File: config.mk
export PLATFORM = sky130hd
export DESIGN_NAME = phase_sequencer
export DESIGN_NICKNAME = d
export VERILOG_FILES = /design/src/rtl/phase_sequencer.sv
export SDC_FILE = /design/constraint.sdc
export NUM_CORES = 1
export LEC_CHECK = 0
export ABC_AREA = 1
export BUFFER_PORTS_ARGS = -buffer_cell sky130_fd_sc_hd__buf_2
export CAP_MARGIN = 20
export CORE_UTILIZATION = 59
export CTS_CLUSTER_SIZE = 12
export DETAILED_ROUTE_END_ITERATION = 10
export GPL_TIMING_DRIVEN = 0
export HOLD_SLACK_MARGIN = 0.08
export PLACE_DENSITY = 0.86
export RECOVER_POWER = 100
export SLEW_MARGIN = 20
export SYNTH_ARGS = -nofsm -noshare
export SYNTH_HDL_FRONTEND = slang
export SYNTH_SLANG_ARGS = --single-unit
File: constraint.sdc
create_clock -name sysclk -period 2.9 [get_ports sysclk]
set_input_delay 0.29 -clock sysclk [delete_from_list [all_inputs] [get_ports sysclk]]
set_output_delay 0.29 -clock sysclk [all_outputs]
set_load 0.01 [all_outputs]
File: src/rtl/phase_sequencer.sv
// Single-clock phase sequencer: one-hot phase enables plus per-phase commit strobes,
// with run/halt/single-step control, stall insertion and a completed-sequence counter.
module phase_sequencer #(
  parameter int NUM_PHASES   = 4,
  parameter int PHASE_CYCLES = 2,
  parameter int COUNT_W      = 32
) (
  input  logic                  sysclk,
  input  logic                  rst,
  input  logic                  run,
  input  logic                  step,
  input  logic                  stall,
  output logic [NUM_PHASES-1:0] phase_en,
  output logic [NUM_PHASES-1:0] phase_last,
  output logic                  busy,
  output logic                  halted,
  output logic [COUNT_W-1:0]    seq_count
);

  localparam int SUB_W = (PHASE_CYCLES > 1) ? $clog2(PHASE_CYCLES) : 1;
  localparam int P_W   = (NUM_PHASES > 1) ? $clog2(NUM_PHASES) : 1;

  localparam logic [SUB_W-1:0]      SUB_LAST = SUB_W'(PHASE_CYCLES - 1);
  localparam logic [P_W-1:0]        P_LAST   = P_W'(NUM_PHASES - 1);
  localparam logic [NUM_PHASES-1:0] FIRST_EN = NUM_PHASES'(1);

  typedef enum logic [1:0] {
    IDLE   = 2'd0,
    RUN_ST = 2'd1,
    STEP_ST = 2'd2
  } state_t;

  state_t           state_r;
  logic [SUB_W-1:0] sub_r;
  logic [P_W-1:0]   p_r;
  logic             sub_last_s;

  assign sub_last_s = (sub_r == SUB_LAST);

  // Commit strobe is combinational so a stall defers it to the cycle the stall drops.
  assign phase_last = phase_en & {NUM_PHASES{sub_last_s && !stall}};

  // Sequencer state, phase/sub counters, registered enables and sequence counter.
  always_ff @(posedge sysclk or negedge rst) begin
    if (!rst) begin
      state_r   <= IDLE;
      sub_r     <= '0;
      p_r       <= '0;
      phase_en  <= '0;
      busy      <= 1'b0;
      halted    <= 1'b1;
      seq_count <= '0;
    end else begin
      case (state_r)
        IDLE: begin
          sub_r <= '0;
          p_r   <= '0;
          if (run || step) begin
            // run has priority over step when both are seen together
            state_r  <= run ? RUN_ST : STEP_ST;
            phase_en <= FIRST_EN;
            busy     <= 1'b1;
            halted   <= 1'b0;
          end else begin
            phase_en <= '0;
            busy     <= 1'b0;
            halted   <= 1'b1;
          end
        end
        RUN_ST, STEP_ST: begin
          if (stall) begin
            sub_r <= sub_r;
          end else if (!sub_last_s) begin
            sub_r <= sub_r + SUB_W'(1);
          end else if (p_r != P_LAST) begin
            sub_r    <= '0;
            p_r      <= p_r + P_W'(1);
            phase_en <= {phase_en[NUM_PHASES-2:0], 1'b0};
          end else begin
            sub_r     <= '0;
            p_r       <= '0;
            seq_count <= seq_count + COUNT_W'(1);
            if ((state_r == RUN_ST) && run) begin
              phase_en <= FIRST_EN;
            end else begin
              state_r  <= IDLE;
              phase_en <= '0;
              busy     <= 1'b0;
              halted   <= 1'b1;
            end
          end
        end
        default: begin
          state_r  <= IDLE;
          sub_r    <= '0;
          p_r      <= '0;
          phase_en <= '0;
          busy     <= 1'b0;
          halted   <= 1'b1;
        end
      endcase
    end
  end

endmodule

==> results.toml <==
[placed_design]
port-buffer-count = 46
hpwl_um = 3840
finalWeightedCongestion = 0.874

[timing]
slew_headroom_pct = -46.6
slew_violations = 44
final.period_utilization_pct = 75.3
timing.fmax_mhz = 458
tightest_slew_ns = 2.20
tns_ns = 0
min_period_ns = 2.18
final_hold_viol_count = 0
rsz0062_at_grt = "false"
fin_skew_ns = 0.00650
finalSetupViolations = 0

[clocking]
clock-root-buffer = "clkbuf_8"
post_cts_buffers = 0
tritoncts = "done"
clkTransAtPathRegs_ns = 0.08
clock_path_buffers = 2
clk_latency_ns = 0.30
numCtsBuffers = 5
hold_buffers = 0
htreeDepth = 2
cts.sink_count = 43
ctsResizeCount = 0

[logic_synthesis]
syn-mean-instance-area_um2 = 8.03
yosys-top-cells-area = "dfrtp_1 (45%), nand2_1 (13%), inv_1 (7.5%), nor2_1 (5.7%), xor2_1 (4.2%)"
ys_types = 27
ys_ff_latch = 43
async_reset_ff_share_pct = 100
synth_flop_cell = "dfrtp_1"
netlist_instances = 288
ys_warn_count = 0
synth_edf_count = 0
seq_area_frac_synth_pct = 46.6
synth_top_cell_by_area = "dfrtp_1"
syn_nets = 298
synth_most_common_cell = "nand2_1"
netlist_top_cells_count = "nand2_1 (78), inv_1 (46), dfrtp_1 (42)"
synth_top_area_share_pct = 45.4
synth_area_um2 = 2310

[drt]
drt_wl_total_um = 5150
viasPerCell = 5.23
ant_nets = 0
vias = 2041
routedWlPerCell_um = 13.2
first_pass_iters = 4
drt-initial-drc-count = 192
drc = 0

[die]
start_util_pct = 62.3
die-width_um = 64.6
row_count = 22
die-area_um2 = 4180
die_h_um = 64.6
core_um2 = 3720
pin_count = 47

[worst_setup_path]
rr_worst_depth = 9
cp.arrival_ns = 2.38
cp_data_required_time_ns = 3.10
crit_type = "reg2reg"
worstSetupEndpointType = "register"
worst_setup_path_start_kind = "register"
cp_max_fo = 10

[cells_and_area]
seqCellArea_um2 = 1080
multi_input_area_um2 = 1030
final_nets = 351
n_antenna_cell = 0
drive_above_1_share_pct = 5.56
area_delta_synth_final_pct = 13.8
fill_cells = 332

[power_and_ir_drop]
comb_power_share_pct = 20.4
ir_drop_mv = 0.499
power_density_nw_per_um2 = 562
p_leak_nw = 1.32
internal_power_mw = 1.04
p_seq_share_pct = 46.5
p_clk_share_pct = 33.1
power.total_mw = 1.48
switching_share_pct = 29.8
p_sw_mw = 0.441

[global_route]
grt_pass1_vias = 1988
gr-usage-all-layers_pct = 28.0
grt_max_degree = 44
grt-ovfl-total = 0
antenna_found_initial = 0
grt_pass1_wl_um = 8760

[run]
max-cap-violations = 1

[run_status]
outcome = "complete, but fails checks"
violations = "max-capacitance violations, max-slew violations"

[min_path]
whs_path_depth = 4
hold_class = "in2reg"
-- state kept, by name, indices dropped and copies added (netlist names) --
signal and count:
sub_last_s 1, p_r 2, halted 1, busy 1, seq_count 32, phase_en 4
state_r 2
-- layer usage --
metal	GRT usage [%]	part of all wire [%]
met5	0	0
met4	15.0	2.6
met3	6.51	5.0
met2	46.3	49
met1	33.8	44
-- cells in the final DEF (no fill, tap or decap), drive strengths merged, types with 8 or more instances in the layout --
| cell type | instances |
|---|---|
| clkbuf | 48 |
| dfrtp | 42 |
| inv | 46 |
| nand2 | 80 |
| nand3 | 20 |
| nand4 | 9 |
| nor2 | 40 |
| nor3 | 8 |
| xnor2 | 9 |
| xor2 | 11 |
-- layout make-up --
| class | count | area share (%) |
|---|---|---|
| timing repair buffer | 46 | 6.75 |
| clock inverter | 2 | 1.33 |
| sequential | 43 | 40.9 |
| inverter | 46 | 6.56 |
| clock buffer | 6 | 3.14 |
| tap | 48 | 2.28 |
| multi-input combinational | 199 | 39.0 |
-- worst paths after layout --
path                            start            end  slack [ns]
max reg2reg                state_r[0]  seq_count[28]        0.72
max in group asynchronous         rst  seq_count[21]        1.01
min in group asynchronous         rst   seq_count[8]        0.63
min reg2reg                    halted         halted        0.47
max                        state_r[0]  seq_count[28]        0.72
min                             stall     sub_last_s        0.30
-- power groups by stage --
stage / sequential, mW / combinational, mW / clock [mW]
6_report: 0.688 / 0.303 / 0.489
4_1_cts: 0.687 / 0.318 / 0.494
3_5_place_dp: 0.698 / 0.313 / 0
3_3_place_gp: 0.694 / 0.296 / 0
2_1_floorplan: 0.704 / 0.212 / 0
5_1_grt: 0.694 / 0.358 / 0.523
-- kinds of logic after synthesis --
kind of cell,Yosys count,share of synthesized area (%)
xor+xnor,20,7.57
flops,43,46.6
simple gates,161,32.4
fa+ha+maj,5,2.70
compound gates,13,3.30
buf+inv,46,7.46
-- per-stage QoR --
stage / utilization, % / hold slack (ns) / worst slack, ns / instances / area (µm²)
6_report: 70.9 / 0.300 / 0.716 / 390 / 2630
3_5_place_dp: 70.1 / 0.457 / 1.01 / 382 / 2600
3_3_place_gp: 70.1 / 0.454 / 1.07 / 382 / 2600
4_1_cts: 73.2 / 0.153 / 0.986 / 390 / 2720
2_1_floorplan: - / -0.00559 / 1.26 / 288 / 2310
5_1_grt: 70.9 / 0.341 / 0.556 / 390 / 2630
-- worst max-delay path, cell delays in order (launching register included) --
cell	delay [ns]
dfrtp_1	0.39
inv_1	0.07
ha_1	0.34
nand2_1	0.19
nor2_8	0.23
nand3_1	0.31
nor2_4	0.30
nand4_1	0.11
nand2_1	0.09
inv_1	0.04
Note: power is estimated with default switching activity, not from simulation.
